[config.mk]
export PLATFORM = sky130hd
export DESIGN_NAME = multicycle_ctrl_flat
export DESIGN_NICKNAME = d
export VERILOG_FILES = /design/src/rtl/multicycle_pkg.sv /design/src/rtl/multicycle_if.sv /design/src/rtl/alu_op_decode.sv /design/src/rtl/multicycle_ctrl.sv /design/src/flat_wrapper.sv
export SDC_FILE = /design/constraint.sdc
export NUM_CORES = 1
export LEC_CHECK = 0
export ABC_AREA = 1
export BUFFER_PORTS_ARGS = -buffer_cell sky130_fd_sc_hd__buf_2
export CAP_MARGIN = 5
export CORE_ASPECT_RATIO = 0.75
export CORE_MARGIN = 1
export CORE_UTILIZATION = 25
export DETAILED_ROUTE_END_ITERATION = 8
export PLACE_DENSITY = 0.46
export SYNTH_ARGS = -nofsm -noshare
export SYNTH_HDL_FRONTEND = slang
export SYNTH_SLANG_ARGS = --single-unit
[constraint.sdc]
create_clock -name clk -period 2.51 [get_ports clk]
set_input_delay 0.1255 -clock clk [delete_from_list [all_inputs] [get_ports clk]]
set_output_delay 0.1255 -clock clk [all_outputs]
set_load 0.02 [all_outputs]
[src/rtl/multicycle_pkg.sv]
// Shared types and encodings for the RV32I-subset multicycle controller:
// FSM states, ALU operation codes, opcodes and datapath mux selects.
package multicycle_pkg;

   typedef enum logic [3:0] {
      S_IDLE,
      S_FETCH,
      S_DECODE,
      S_EXEC_R,
      S_EXEC_I,
      S_WB_ALU,
      S_MEM_ADDR,
      S_MEM_RD,
      S_WB_MEM,
      S_MEM_WR,
      S_BRANCH,
      S_JAL,
      S_TRAP
   } state_t;

   localparam logic [3:0] ALU_ADD  = 4'b0000;
   localparam logic [3:0] ALU_SUB  = 4'b1000;
   localparam logic [3:0] ALU_SLL  = 4'b0001;
   localparam logic [3:0] ALU_SLTU = 4'b0010;
   localparam logic [3:0] ALU_SLT  = 4'b0011;
   localparam logic [3:0] ALU_XOR  = 4'b0100;
   localparam logic [3:0] ALU_SRL  = 4'b0101;
   localparam logic [3:0] ALU_SRA  = 4'b1101;
   localparam logic [3:0] ALU_OR   = 4'b0110;
   localparam logic [3:0] ALU_AND  = 4'b0111;

   localparam logic [6:0] OP_R      = 7'b0110011;
   localparam logic [6:0] OP_IMM    = 7'b0010011;
   localparam logic [6:0] OP_LOAD   = 7'b0000011;
   localparam logic [6:0] OP_STORE  = 7'b0100011;
   localparam logic [6:0] OP_BRANCH = 7'b1100011;
   localparam logic [6:0] OP_JAL    = 7'b1101111;

   localparam logic [1:0] SRC_A_PC    = 2'b00;
   localparam logic [1:0] SRC_A_RS1   = 2'b01;
   localparam logic [1:0] SRC_A_OLDPC = 2'b10;

   localparam logic [1:0] SRC_B_RS2  = 2'b00;
   localparam logic [1:0] SRC_B_FOUR = 2'b01;
   localparam logic [1:0] SRC_B_IMM  = 2'b10;

   localparam logic [1:0] RES_ALUOUT = 2'b00;
   localparam logic [1:0] RES_MEM    = 2'b01;
   localparam logic [1:0] RES_ALU    = 2'b10;

endpackage

[src/rtl/multicycle_if.sv]
// Controller-to-datapath bundle: instruction/status inputs, memory request
// and datapath strobes. master = controller, slave = datapath/memory side.
interface multicycle_if;
   logic [31:0] instr;
   logic        alu_zero;
   logic        mem_ready;
   logic        mem_req;
   logic        mem_we;
   logic        iord;
   logic        ir_write;
   logic        pc_write;
   logic        pc_src;
   logic [1:0]  alu_src_a;
   logic [1:0]  alu_src_b;
   logic [3:0]  alu_op;
   logic        reg_write;
   logic [1:0]  result_src;

   modport master (
      input  instr, alu_zero, mem_ready,
      output mem_req, mem_we, iord, ir_write, pc_write, pc_src,
             alu_src_a, alu_src_b, alu_op, reg_write, result_src
   );

   modport slave (
      output instr, alu_zero, mem_ready,
      input  mem_req, mem_we, iord, ir_write, pc_write, pc_src,
             alu_src_a, alu_src_b, alu_op, reg_write, result_src
   );
endinterface

[src/rtl/alu_op_decode.sv]
// Maps funct3/funct7[5] to the 4-bit ALU code. SLT and SLTU swap low bits
// because the ALU numbers them opposite to the RV32I funct3 encoding.
module alu_op_decode
   import multicycle_pkg::*;
(
   input  logic [2:0] funct3,
   input  logic       funct7_5,
   input  logic       is_rtype,
   output logic [3:0] alu_op
);

   logic [2:0] code_lo;
   logic       code_hi;

   always_comb begin
      code_lo = funct3;
      if (funct3 == 3'b010)
         code_lo = ALU_SLT[2:0];
      else if (funct3 == 3'b011)
         code_lo = ALU_SLTU[2:0];
      // immediates reuse bit 30 as data except for the shift-right pair
      code_hi = funct7_5 & (is_rtype | (funct3 == 3'b101));
      alu_op  = {code_hi, code_lo};
   end

endmodule

[src/rtl/multicycle_ctrl.sv]
// Multicycle RV32I-subset control unit with retired-instruction counter.
// Build option MULTICYCLE_TRAP_EN: illegal encodings park the FSM in TRAP.
//
// state      | meaning
// IDLE       | after reset, outputs quiet
// FETCH      | read instruction at PC, PC+4 into PC on mem_ready
// DECODE     | branch/jump target oldPC+imm into ALUOut, dispatch
// EXEC_R     | rs1 op rs2
// EXEC_I     | rs1 op imm
// WB_ALU     | ALUOut to rd, retire
// MEM_ADDR   | rs1+imm into ALUOut
// MEM_RD     | load request at ALUOut
// WB_MEM     | memory data to rd, retire
// MEM_WR     | store request at ALUOut, retire on mem_ready
// BRANCH     | compare rs1-rs2, ALUOut to PC if taken, retire
// JAL        | oldPC+4 to rd, ALUOut to PC, retire
// TRAP       | illegal encoding, hold until reset
module multicycle_ctrl
   import multicycle_pkg::*;
#(
   parameter int RETIRE_W = 32
)
(
   input  logic                clk,
   input  logic                rst_n,
   multicycle_if.master        bus,
   output logic [RETIRE_W-1:0] instr_retired,
   output logic                illegal
);

`ifdef MULTICYCLE_TRAP_EN
   localparam state_t ILLEGAL_NEXT = S_TRAP;
`else
   localparam state_t ILLEGAL_NEXT = S_FETCH;
`endif

   state_t     state;
   state_t     nxt_state;
   logic       retire;
   logic [6:0] opcode;
   logic [2:0] funct3;
   logic       br_ok;
   logic       br_taken;
   logic [3:0] dec_op;
   logic       pc_write_q;

   logic       nxt_mem_req;
   logic       nxt_mem_we;
   logic       nxt_iord;
   logic       nxt_pc_src;
   logic       nxt_pc_write;
   logic [1:0] nxt_src_a;
   logic [1:0] nxt_src_b;
   logic [3:0] nxt_alu_op;
   logic       nxt_reg_write;
   logic [1:0] nxt_result_src;

   logic       unused_instr;

   assign opcode       = bus.instr[6:0];
   assign funct3       = bus.instr[14:12];
   assign br_ok        = (funct3 == 3'b000) || (funct3 == 3'b001);
   assign unused_instr = ^{bus.instr[31], bus.instr[29:15], bus.instr[11:7]};

   alu_op_decode u_alu_op_decode (
      .funct3   (funct3),
      .funct7_5 (bus.instr[30]),
      .is_rtype (opcode == OP_R),
      .alu_op   (dec_op)
   );

   always_comb begin
      nxt_state = state;
      retire    = 1'b0;
      case (state)
         S_IDLE:     nxt_state = S_FETCH;
         S_FETCH:    if (bus.mem_ready) nxt_state = S_DECODE;
         S_DECODE: begin
            case (opcode)
               OP_R:              nxt_state = S_EXEC_R;
               OP_IMM:            nxt_state = S_EXEC_I;
               OP_LOAD, OP_STORE: nxt_state = S_MEM_ADDR;
               OP_BRANCH:         nxt_state = br_ok ? S_BRANCH : ILLEGAL_NEXT;
               OP_JAL:            nxt_state = S_JAL;
               default:           nxt_state = ILLEGAL_NEXT;
            endcase
         end
         S_EXEC_R,
         S_EXEC_I:   nxt_state = S_WB_ALU;
         S_MEM_ADDR: nxt_state = (opcode == OP_STORE) ? S_MEM_WR : S_MEM_RD;
         S_MEM_RD:   if (bus.mem_ready) nxt_state = S_WB_MEM;
         S_MEM_WR: begin
            if (bus.mem_ready) begin
               nxt_state = S_FETCH;
               retire    = 1'b1;
            end
         end
         S_WB_ALU, S_WB_MEM, S_BRANCH, S_JAL: begin
            nxt_state = S_FETCH;
            retire    = 1'b1;
         end
         S_TRAP:     nxt_state = S_TRAP;
         default:    nxt_state = S_IDLE;
      endcase
   end

   // Outputs are registered, so decode them from the state being entered.
   always_comb begin
      nxt_mem_req    = 1'b0;
      nxt_mem_we     = 1'b0;
      nxt_iord       = 1'b0;
      nxt_pc_src     = 1'b0;
      nxt_pc_write   = 1'b0;
      nxt_src_a      = SRC_A_PC;
      nxt_src_b      = SRC_B_RS2;
      nxt_alu_op     = ALU_ADD;
      nxt_reg_write  = 1'b0;
      nxt_result_src = RES_ALUOUT;
      case (nxt_state)
         S_FETCH: begin
            nxt_mem_req = 1'b1;
            nxt_src_b   = SRC_B_FOUR;
         end
         S_DECODE: begin
            nxt_src_a = SRC_A_OLDPC;
            nxt_src_b = SRC_B_IMM;
         end
         S_EXEC_R: begin
            nxt_src_a  = SRC_A_RS1;
            nxt_alu_op = dec_op;
         end
         S_EXEC_I: begin
            nxt_src_a  = SRC_A_RS1;
            nxt_src_b  = SRC_B_IMM;
            nxt_alu_op = dec_op;
         end
         S_WB_ALU:   nxt_reg_write = 1'b1;
         S_MEM_ADDR: begin
            nxt_src_a = SRC_A_RS1;
            nxt_src_b = SRC_B_IMM;
         end
         S_MEM_RD: begin
            nxt_mem_req = 1'b1;
            nxt_iord    = 1'b1;
         end
         S_WB_MEM: begin
            nxt_reg_write  = 1'b1;
            nxt_result_src = RES_MEM;
         end
         S_MEM_WR: begin
            nxt_mem_req = 1'b1;
            nxt_mem_we  = 1'b1;
            nxt_iord    = 1'b1;
         end
         S_BRANCH: begin
            nxt_src_a  = SRC_A_RS1;
            nxt_alu_op = ALU_SUB;
            nxt_pc_src = 1'b1;
         end
         S_JAL: begin
            nxt_src_a      = SRC_A_OLDPC;
            nxt_src_b      = SRC_B_FOUR;
            nxt_reg_write  = 1'b1;
            nxt_result_src = RES_ALU;
            nxt_pc_write   = 1'b1;
            nxt_pc_src     = 1'b1;
         end
         default: ;
      endcase
   end

   always_ff @(posedge clk or negedge rst_n) begin
      if (!rst_n) begin
         state          <= S_IDLE;
         bus.mem_req    <= 1'b0;
         bus.mem_we     <= 1'b0;
         bus.iord       <= 1'b0;
         bus.pc_src     <= 1'b0;
         bus.alu_src_a  <= SRC_A_PC;
         bus.alu_src_b  <= SRC_B_RS2;
         bus.alu_op     <= ALU_ADD;
         bus.reg_write  <= 1'b0;
         bus.result_src <= RES_ALUOUT;
         pc_write_q     <= 1'b0;
         instr_retired  <= '0;
`ifdef MULTICYCLE_TRAP_EN
         illegal        <= 1'b0;
`endif
      end else begin
         state          <= nxt_state;
         bus.mem_req    <= nxt_mem_req;
         bus.mem_we     <= nxt_mem_we;
         bus.iord       <= nxt_iord;
         bus.pc_src     <= nxt_pc_src;
         bus.alu_src_a  <= nxt_src_a;
         bus.alu_src_b  <= nxt_src_b;
         bus.alu_op     <= nxt_alu_op;
         bus.reg_write  <= nxt_reg_write;
         bus.result_src <= nxt_result_src;
         pc_write_q     <= nxt_pc_write;
         if (retire)
            instr_retired <= instr_retired + RETIRE_W'(1);
`ifdef MULTICYCLE_TRAP_EN
         illegal        <= (nxt_state == S_TRAP);
`endif
      end
   end

`ifndef MULTICYCLE_TRAP_EN
   assign illegal = 1'b0;
`endif

   // Strobes that react to mem_ready/alu_zero within the same cycle.
   assign br_taken     = (state == S_BRANCH) &&
                         (((funct3 == 3'b000) && bus.alu_zero) ||
                          ((funct3 == 3'b001) && !bus.alu_zero));
   assign bus.ir_write = (state == S_FETCH) && bus.mem_ready;
   assign bus.pc_write = pc_write_q | bus.ir_write | br_taken;

endmodule

[src/flat_wrapper.sv]
// flat-port wrapper written by rule: the top's interface ports become plain ports
module multicycle_ctrl_flat import multicycle_pkg::*;
#(
   parameter int RETIRE_W = 32
)
  (clk, rst_n, instr_retired, illegal, bus_instr, bus_alu_zero, bus_mem_ready, bus_mem_req, bus_mem_we, bus_iord, bus_ir_write, bus_pc_write, bus_pc_src, bus_alu_src_a, bus_alu_src_b, bus_alu_op, bus_reg_write, bus_result_src);
  multicycle_if bus_i ();
  input  logic clk;
  input  logic rst_n;
  output logic [RETIRE_W-1:0] instr_retired;
  output logic illegal;
  input wire logic [$bits(bus_i.instr)-1:0] bus_instr;
  input wire logic [$bits(bus_i.alu_zero)-1:0] bus_alu_zero;
  input wire logic [$bits(bus_i.mem_ready)-1:0] bus_mem_ready;
  output wire logic [$bits(bus_i.mem_req)-1:0] bus_mem_req;
  output wire logic [$bits(bus_i.mem_we)-1:0] bus_mem_we;
  output wire logic [$bits(bus_i.iord)-1:0] bus_iord;
  output wire logic [$bits(bus_i.ir_write)-1:0] bus_ir_write;
  output wire logic [$bits(bus_i.pc_write)-1:0] bus_pc_write;
  output wire logic [$bits(bus_i.pc_src)-1:0] bus_pc_src;
  output wire logic [$bits(bus_i.alu_src_a)-1:0] bus_alu_src_a;
  output wire logic [$bits(bus_i.alu_src_b)-1:0] bus_alu_src_b;
  output wire logic [$bits(bus_i.alu_op)-1:0] bus_alu_op;
  output wire logic [$bits(bus_i.reg_write)-1:0] bus_reg_write;
  output wire logic [$bits(bus_i.result_src)-1:0] bus_result_src;
  assign bus_i.instr = bus_instr;
  assign bus_i.alu_zero = bus_alu_zero;
  assign bus_i.mem_ready = bus_mem_ready;
  assign bus_mem_req = bus_i.mem_req;
  assign bus_mem_we = bus_i.mem_we;
  assign bus_iord = bus_i.iord;
  assign bus_ir_write = bus_i.ir_write;
  assign bus_pc_write = bus_i.pc_write;
  assign bus_pc_src = bus_i.pc_src;
  assign bus_alu_src_a = bus_i.alu_src_a;
  assign bus_alu_src_b = bus_i.alu_src_b;
  assign bus_alu_op = bus_i.alu_op;
  assign bus_reg_write = bus_i.reg_write;
  assign bus_result_src = bus_i.result_src;
  multicycle_ctrl #(.RETIRE_W(RETIRE_W)) u_core (.clk(clk), .rst_n(rst_n), .bus(bus_i), .instr_retired(instr_retired), .illegal(illegal));
endmodule
# Yosys cells after proc, flatten, opt, wreduce, memory -nomap -nowiden
# Index checks and enable logic that the tools add are counted.
totals:
  reg_bits: 52
  input_bits: 36
  wordCells: 93
op_classes:
  addsub: 1
  eq_ne: 33
  mux: 21
  bitwise_logic: 4
  reduce_logical: 22
ops:
  columns: ["op", "n"]
  rows:
  - ["$eq A4 B4 Y1 const B", 9]
  - ["$add A32 B1 Y32 const B", 1]
  - ["$eq A4 B3 Y1 const B", 8]
  - ["$pmux W4 S8", 1]
  - ["$mux W4", 5]
  - ["$pmux W4 S5", 1]
  - ["$eq A4 B2 Y1 const B", 4]
  - ["$eq A7 B6 Y1 const B", 2]
  - ["$eq A7 B7 Y1 const B", 2]
  - ["$reduce_or A2 Y1", 7]
  - ["$pmux W2 S2", 3]
  - ["$reduce_or A3 Y1", 3]
  - ["$eq A4 B1 Y1 const B", 2]
  - ["$pmux W4 S2", 1]
  - ["$reduce_or A4 Y1", 2]
  - ["$eq A7 B2 Y1 const B", 1]
  - ["$eq A7 B5 Y1 const B", 1]
  - ["$mux W1", 7]
  - ["$eq A3 B2 Y1 const B", 2]
  - ["$mux W3", 2]
  - ["$reduce_or A5 Y1", 1]
  - ["$logic_and A1 B1 Y1", 4]
  - ["$logic_not A4 Y1", 1]
  - ["$eq A3 B1 Y1 const B", 1]
  - ["7 further kinds", 10]

# Depth between registers and ports, before layout
# Gate-level depths: netlist of run 1.
logic_depth:
  ltp_word: 8
  ltp_mapped: 13
  depth_no_buf: 13

# Modules after synthesis
# From an unflattened synthesis of run 1, not the netlist that was laid out.
hier_totals:
  cells_unflattened: 365
  hier_area_um2: 2859.0
by_module_without_submodules:
  columns: ["module", "instances", "cells_each", "area_each_um2", "seq_area_each_um2"]
  rows:
  - ["multicycle_ctrl", 1, 354, 2806.4, 1276.2]
  - ["alu_op_decode", 1, 11, 52.6, 0.0]

# Least setup slack after synthesis of run 1
# No wires, ideal clock.
synth_path:
  path_type: "register to register"
  start: "reg u_core.instr_retired[0]"
  end: "reg u_core.instr_retired[20]"
  setup_time_ps: 76
  arrival_time_ps: 1568
  required_time_ps: 2434
  path_slack_ps: 866
  stages_incl_launch_ff: 9
  n_path_buf: 0
  period_less_slack_ps: 1644
  cell_sequence: "dfrtp_1 ha_1 inv_1 nor3_4 inv_1 nor3_1 xor2_1 nand2_1 o21ai_1"
synth_via:
  elab_chain_cells: 1
synth_lines:
  columns: ["item", "line", "source"]
  rows:
  - ["start, declared", "multicycle_ctrl.sv:27", "output logic [RETIRE_W-1:0] instr_retired,"]
  - ["start signal, assigned", "multicycle_ctrl.sv:202", "instr_retired <= instr_retired + RETIRE_W'(1);"]
  - ["$add A32 B1 Y32", "multicycle_ctrl.sv:202", null]
# No other way between the ends.
# A chain may end at the register's enable or synchronous reset.

# Worst setup path in the final report of run 1
layout_path:
  start: "reg u_core.state[2]"
  end: "reg u_core.instr_retired[8]"
layout_via:
  elab_chain_cells: 3
  word_cells_on_any_way: 7
  classes_between: "eq/ne (5); mux (1); reduce/logical (1)"
layout_lines:
  columns: ["item", "line", "source"]
  rows:
  - ["start, declared", "multicycle_ctrl.sv:37", "state_t state;"]
  - ["start signal, assigned", "multicycle_ctrl.sv:190", "state <= nxt_state;"]
  - ["$eq A4 B3 Y1 or $eq A4 B4 Y1 (tied branches)", "multicycle_ctrl.sv:75", "case (state)"]
  - ["$reduce_or A4 Y1", null, null]
  - ["$pmux W1 S2 *", "multicycle_ctrl.sv:75", null]
# Every way passes the cells marked *; elsewhere a longest branch is shown, timed or not.

==> results of run 1 <==
## how the worst min path moves through the flow
stage | start | end | slack (ps) | depth (start not counted)
after floorplan | rst_n | u_core.bus.alu_op[0]$_DFF_PN0_ | -170 | 0
after global routing | bus_instr[14] | u_core.bus.alu_op[2]$_DFF_PN0_ | 130 | 3
after global placement | rst_n | u_core.instr_retired[20]$_DFFE_PN0P_ | 300 | 2
after CTS | bus_instr[14] | u_core.bus.alu_op[2]$_DFF_PN0_ | 130 | 3
final | bus_instr[14] | u_core.bus.alu_op[2]$_DFF_PN0_ | 130 | 3
after detailed placement | rst_n | u_core.instr_retired[16]$_DFFE_PN0P_ | 310 | 2
## registers in the layout, summed over array words and instances (netlist names)
register               count
u_core.bus.iord            1
u_core.bus.alu_op          4
u_core.bus.pc_src          1
u_core.bus.mem_we          1
u_core.bus.mem_req         1
u_core.state               4
u_core.instr_retired      32
u_core.bus.alu_src_b       2
u_core.bus.alu_src_a       2
u_core.bus.reg_write       1
u_core.bus.result_src      2
## final cells by class
| type | count | area, µm² | area share (%) |
|---|---|---|---|
| Multi-Input combinational cell | 285 | 1640 | 42.7 |
| Sequential cell | 51 | 1280 | 33.3 |
| Timing Repair Buffer | 66 | 340 | 8.89 |
| Tap cell | 162 | 203 | 5.30 |
| Inverter | 48 | 180 | 4.71 |
| Clock buffer | 5 | 125 | 3.27 |
| Clock inverter | 3 | 67.6 | 1.77 |
## stage by stage
stage | hold WS, ps | std cells
5_1_grt | 127 | 620
6_report | 135 | 620
3_5_place_dp | 312 | 611
4_1_cts | 125 | 620
3_3_place_gp | 303 | 611
2_1_floorplan | -170 | 389
## worst max-delay path: stages (launching register included)
cell	delay, ps
dfrtp_1	410
inv_2	120
nand2_2	100
nor2_4	110
nand2_1	70
nand2_2	300
nand2_1	170
nor3_2	220
nand2_1	100
xnor2_1	130
## per-layer routing
metal / wire (µm) / vias up / track usage (%)
met2: 3180 / 46 / 17.5
met4: 36 / 0 / 2.65
met1: 4400 / 1288 / 20.4
met3: 394 / 2 / 3.04
li1: - / 1366 / -
met5: 0 / - / 0
## power breakdown
part	switching (W)	internal (W)	total [W]
sequential	0.000162	0.000992	0.00115
clock	0.000314	0.000572	0.000885
combinational	0.00113	0.000463	0.00160
total	0.00161	0.00203	0.00363
## cells by family (layout without fill, tap and decap cells)
logic type      Yosys count  in the layout
buf+inv                  53            122
xor+xnor                 32             32
fa+ha+maj                 1              1
other cells               1              1
simple gates            232            232
compound gates           19             19
flops                    51             51
## cells in the mapped netlist
cell	count	area, µm²
nand2_2	13	81.3
nand3_2	6	60.1
nand4_2	1	12.5
o21ai_1	2	10.0
a21oi_1	4	20.0
nand3_1	17	85.1
nand3_4	2	35.0
a22oi_1	1	7.51
nand3b_1	1	7.51
nor3_2	7	70.1
buf_4	3	22.5
nand2_4	2	22.5
nor2_2	8	50.1
conb_1	1	3.75
a21boi_2	1	11.3
o211ai_1	1	7.51
inv_2	9	33.8
xor2_1	27	236
and3_1	1	6.26
buf_2	2	10.0
inv_1	39	146
xnor2_1	5	43.8
o21ai_2	1	8.76
o21ai_0	9	45.0
nor3_1	17	85.1
nand2_1	102	383
dfrtp_1	51	1280
ha_1	1	12.5
nor4_2	1	12.5
nor2_4	9	101
nor3_4	2	32.5
nand4_1	9	56.3
nor2_1	34	128
==> impl_results.md, run 1 <==
* Remaining global-route overflow at 0
* Initial Utilization at 26.3%
* Main combinational cell family by area after synthesis: simple AND/OR/NAND/NOR gates
* Crit end category: flop
* Wire length per cell at 12.9 µm
* Max Slew Vio Count at 0
* Worst min-delay path class: in2reg
* Final worst slack at roughly 650 ps
* Worst reg2reg endpoint: u_core.instr_retired[8]$_DFFE_PN0P_
* Post-DRT Antenna Nets at 0
* Synth Area in Simple Gates at between 30% and 40%
* Final Hold Viols at 0
* Die ar. at 13000 µm²
* First-pass GRT wire length at approximately 13000 µm
* Synth warn at 0
* Leak Pwr at about 1.9 nW
* Power Total at 0.00363 W
* Post-Synthesis Cells at a little under 400
* Synth Area in XOR/XNOR at roughly 9%
* Largest net degree at the start of global routing at 52
* Post-CTS sizing at 0
* R2r startpoint: u_core.state[2]$_DFF_PN0_
* Initial antenna violation count at 0
* Flops & latches, synth at approximately 50
* Setup CP Type: reg2reg
* RSZ-0062 raised after global routing: no
* Layout cell share with drive strength beyond 1 at 29.5%
* Maximum VDD drop at roughly 360 µV
* Adder-cell share of the synthesized area at less than 1%
* Final #Nets at between 400 and 500
* Vias in the first global route at between 2000 and 2500
* Sequential fraction of the synthesis area at about two fifths
* Rel. slew slack at 54.3%
* Filler cells at between 1000 and 1500
* Die width at 131 µm
* Final period utilization at 74.0%
* Worst endpoint required time at ~2700 ps
* Clock transition at the registers of the reported paths at roughly 70 ps
* # Post-CTS Setup Buffers at 0
* P per Cell Area at about 950 nW/µm²
* Syn Area/Cell at between 8 and 9 µm²
* Most frequent cells in the layout: 102 x nand2_1, 63 x buf_2, 51 x dfrtp_1
* Crit Path Max Fanout at 14
* Max cap viols at 0
* CTS tree: yes
* Arrival @ worst endpoint at between 2000 and 2500 ps
* Worst Tran Pin Value at 685 ps
* GPL Wtd Cong at 0.805
* # DRC at 0
* Cts hold-fix bufs at 1
* Total GRT Usage at between 10% and 20%
* Mapped Nets at 426
* Setup TNS at 0 ps
* Max H-tree Level at 2
* Detailed Place HPWL at about 6400 µm
* Count of cell types in the netlist at 33
* Multiplexer area fraction after synthesis at 0%
* Final Core Density at between 30% and 40%
* CP Launch Type: flop
* ANT cells at 0
* Clock Sink Count at 51
* Final wirelength at ~8000 µm
* Worst-Skew Late Latency at between 200 and 300 ps
* Register-to-Register Path Depth at 9
* Status: finished, final reports clean
* Die Y at between 90 and 100 µm
* Cell Area, Synth at 3120 µm²
* Vias per inst at around 4.4
* Synth Area in Compound Gates at under 10%
* Clock tree root buffer cell: clkbuf_16
* Area of placed instances at roughly 3600 µm²
* Clock skew at roughly 7.8 ps
* Setup crit end: u_core.instr_retired[8]$_DFFE_PN0P_
* Ports at 86
* Area of the core region at ~12000 µm²
* PortBufs at 63
* Fin crit period at between 1500 and 2000 ps
* CTS Buf Count at 5
* CP startpoint: u_core.state[2]$_DFF_PN0_
* Final instance area at ~3800 µm²
* Post-place setup slack at approximately 660 ps
* Most common cell after layout, fill and taps aside: nand2_1
* Detailed Routing Iterations Pass 1 at 4
* Fmax at about 540 MHz
* Detailed-route via count at around 2700
* Clk buf depth at 2
* R2R Setup Slk at around 650 ps
* Number of core rows at 34
* Area growth from synthesis to layout at 22.5%
* Starting DRT DRC Count at around 130
* Final setup fails at 0
No activity file was read; power rests on OpenSTA's default activity.
==> run 2: changes to the inputs <==
--- a/config.mk
+++ b/config.mk
@@ -5,14 +5,14 @@
 export SDC_FILE = /design/constraint.sdc
 export NUM_CORES = 1
 export LEC_CHECK = 0
-export ABC_AREA = 1
+export ABC_AREA = 0
 export BUFFER_PORTS_ARGS = -buffer_cell sky130_fd_sc_hd__buf_2
 export CAP_MARGIN = 5
 export CORE_ASPECT_RATIO = 0.75
 export CORE_MARGIN = 1
 export CORE_UTILIZATION = 25
 export DETAILED_ROUTE_END_ITERATION = 8
-export PLACE_DENSITY = 0.46
+export PLACE_DENSITY = 0.49
 export SYNTH_ARGS = -nofsm -noshare
 export SYNTH_HDL_FRONTEND = slang
 export SYNTH_SLANG_ARGS = --single-unit
==> constraint.sdc (replaced) <==
create_clock -name clk -period 1.7 [get_ports clk]
set_input_delay 0.085 -clock clk [delete_from_list [all_inputs] [get_ports clk]]
set_output_delay 0.085 -clock clk [all_outputs]
set_load 0.02 [all_outputs]
==> impl_results.md, run 2 <==
* Maximum VDD drop at ~640 µV
* GPL Wtd Cong at slightly below 0.8
* First-pass GRT wire length at about 13000 µm
* Clk buf depth at 2
* Met3 WL post-DR at approximately 360 µm
* ANT cells at 0
* Slowest stage cell on the critical path: or4b_4
* Max H-tree Level at 2
* CP Launch Type: flop
* Vias in the first global route at 2524
* Async SR Flop Fraction at 100%
* Top_reg_cell synth: dfrtp_1
* Die ar. at approximately 11000 µm²
* Max Slew Vio Count at 0
* Min Hold Slack at 90.2 ps
* Area of placed instances at around 3900 µm²
* Remaining global-route overflow at 0
* Post-DRT Antenna Nets at 0
* Leak Pwr at roughly 2.5 nW
* Max cap viols at 0
* Initial Utilization at around 26%
* WHS Endpoint: u_core.bus.result_src[0]$_DFF_PN0_
* Most common cell after layout, fill and taps aside: buf_4
* Most frequent cell after synthesis: dfrtp_1
* Clock skew at roughly 4 ps
* Crit Path Max Fanout at 5
* Number of synthesized flops with an enable pin at 0
* Crit end category: flop
* Initial antenna violation count at 0
* Largest regs: u_core.instr_retired: 32 flops, u_core.bus.alu_op: 4 flops, u_core.state: 4 flops
* Detailed-route via count at approximately 2600
* Crit path cell chain: nand4_4, or4_4, or4b_4, buf_6, nor3_4, xor2_1
* Highest metal used: met4
* Final worst slack at -435 ps
* Max reg flops at 32
* Count of cell types in the netlist at 60
* Largest Register: u_core.instr_retired
* Worst-Skew Late Latency at around 280 ps
* Syn Area/Cell at ~10 µm²
* Mapped Nets at 300
* Number of core rows at 32
* Proportion of netlist area held by the largest area contributor at 47.8%
* Final setup fails at 41
* Hold Path Cell Cnt at 3
* R2r startpoint: u_core.instr_retired[4]$_DFFE_PN0P_
* Flops & latches, synth at 51
* Vias per inst at around 4.5
* Area of the core region at between 10000 and 15000 µm²
* Setup CP Type: reg2reg
* Status: complete, but fails checks
* # DRC at 0
* Register-to-Register Path Depth at 6
* CP startpoint: u_core.instr_retired[4]$_DFFE_PN0P_
* Power Total at roughly 0.0054 W
* Total GRT Usage at 15.4%
* Yosys top cell by area: dfrtp_1
* Cell Area, Synth at approximately 2700 µm²
* Crit-path max cell delay at about 570 ps
* Commonest cells post-synth: 51 x dfrtp_1, 28 x nand2_1, 22 x xor2_1
* Final wirelength at about 8400 µm
* Final Hold Viols at 0
* Failing checks: setup timing
* R2R Setup Slk at -430 ps
* Clock tree root buffer cell: clkbuf_16
* Fmax at approximately 470 MHz
* Final period utilization at 126%
* Wire length per cell at between 10 and 15 µm
* Top cells by area, synth: dfrtp_1 48%, xor2_1 7.2%, nand2_1 3.9%
* Layout cell share with drive strength beyond 1 at about three fifths
* WL met2 at around 3700 µm
* Most frequent cells in the layout: 74 x buf_4, 62 x buf_2, 45 x dfrtp_1
* RSZ-0062 raised after global routing: yes
* Die width at 121 µm
* Worst reg2reg endpoint: u_core.instr_retired[19]$_DFFE_PN0P_
* Post-Synthesis Cells at 263
* Final Core Density at 46.5%
* Worst min-delay path class: in2reg
* CTS tree: yes
* Starting DRT DRC Count at 110
* Detailed Place HPWL at around 5600 µm
* Worst endpoint required time at 1910 ps
* Post-place setup slack at -499 ps
* Ports at between 80 and 90
* Sequential fraction of the synthesis area at a little under half
* P per Cell Area at 1120 nW/µm²
* Fin crit period at ~2100 ps
* Clock Sink Count at between 50 and 60
* Largest net degree at the start of global routing at 35
* Detailed Routing Iterations Pass 1 at 4
* Arrival @ worst endpoint at 2340 ps
* Min-delay src: bus_mem_ready
* Final #Nets at around 470
* CTS Buf Count at 5
* Final instance area at approximately 4800 µm²
* PortBufs at 63
* Die Y at between 90 and 100 µm
* Met1 wire length at around 4300 µm
* Synth warn at 0
* Area growth from synthesis to layout at 79.5%
* Clock transition at the registers of the reported paths at ~70 ps
[run 2: cell types whose count changed after synthesis, sizes merged, moves of 7 or more]
cell and change:
inv -35, nand2 -89, nand3 -15, nor2 -39, nor3 -18, nor4 +12, o21ai -9, xnor2 +7
[run 2: worst max-delay path by stage]
stage                                                 endpoint  slack, ps  cells after the start
after floorplan           u_core.instr_retired[29]$_DFFE_PN0P_       -520                      6
after global placement    u_core.instr_retired[31]$_DFFE_PN0P_       -460                      6
after detailed placement  u_core.instr_retired[31]$_DFFE_PN0P_       -500                      6
after CTS                 u_core.instr_retired[23]$_DFFE_PN0P_       -440                      6
after global routing      u_core.instr_retired[19]$_DFFE_PN0P_       -500                      6
final                     u_core.instr_retired[19]$_DFFE_PN0P_       -430                      6
[run 2: per-stage QoR]
| stage | cells | TNS [ps] |
|---|---|---|
| after floorplan | 263 | -8530 |
| after global placement | 525 | -11560 |
| after detailed placement | 525 | -12210 |
| after CTS | 556 | -10290 |
| after global routing | 564 | -14070 |
| final | 564 | -11170 |
[run 2: layer usage]
layer  global-route usage [%]  vias up
met5                        0        -
met4                     3.09        0
met3                     2.64        4
met2                     22.0       44
met1                     23.8     1249
li1                         -     1262
[run 2: layout make-up]
type,instances,area (µm²)
Tap cell,136,170
Multi-Input combinational cell,188,1830
Clock buffer,6,129
Clock inverter,1,30.0
Sequential cell,51,1280
Fill cell,1006,5530
Inverter,13,53.8
Timing Repair Buffer,169,1310
[run 2: cells by family (layout without fill, tap and decap cells)]
kind of cell	Yosys count	count (layout)	share of synthesized area [%]
other cells	1	1	0.140
fa+ha+maj	1	1	0.468
simple gates	121	122	27.9
flops	51	51	47.8
buf+inv	25	189	4.21
mux	1	1	0.421
compound gates	29	29	8.01
xor+xnor	34	34	11.1
[run 2: power by group]
part,total [W],switching (W),internal (W)
logic,0.00271,0.00129,0.00142
clock network,0.00112,0.000431,0.000688
registers,0.00154,0.000128,0.00141
total,0.00537,0.00185,0.00352
[run 2: worst max-delay path, delay by kind of cell, from the launching register on]
kind | cells | cell delay, ps
AND/OR/NAND/NOR | 4 | 1340
flip-flops | 1 | 380
XOR/XNOR | 1 | 170
buffers and inverters | 1 | 160
[run 2: timing repair]
item / in CTS / in global routing
cloned: 3 / 1
setup buffers: 20 / 9
setup endpoints to repair: 47 / 45
hold endpoints to repair: 17 / 0
resized for setup: 70 / 42
hold buffers: 1 / 0
pin swaps: 43 / 30
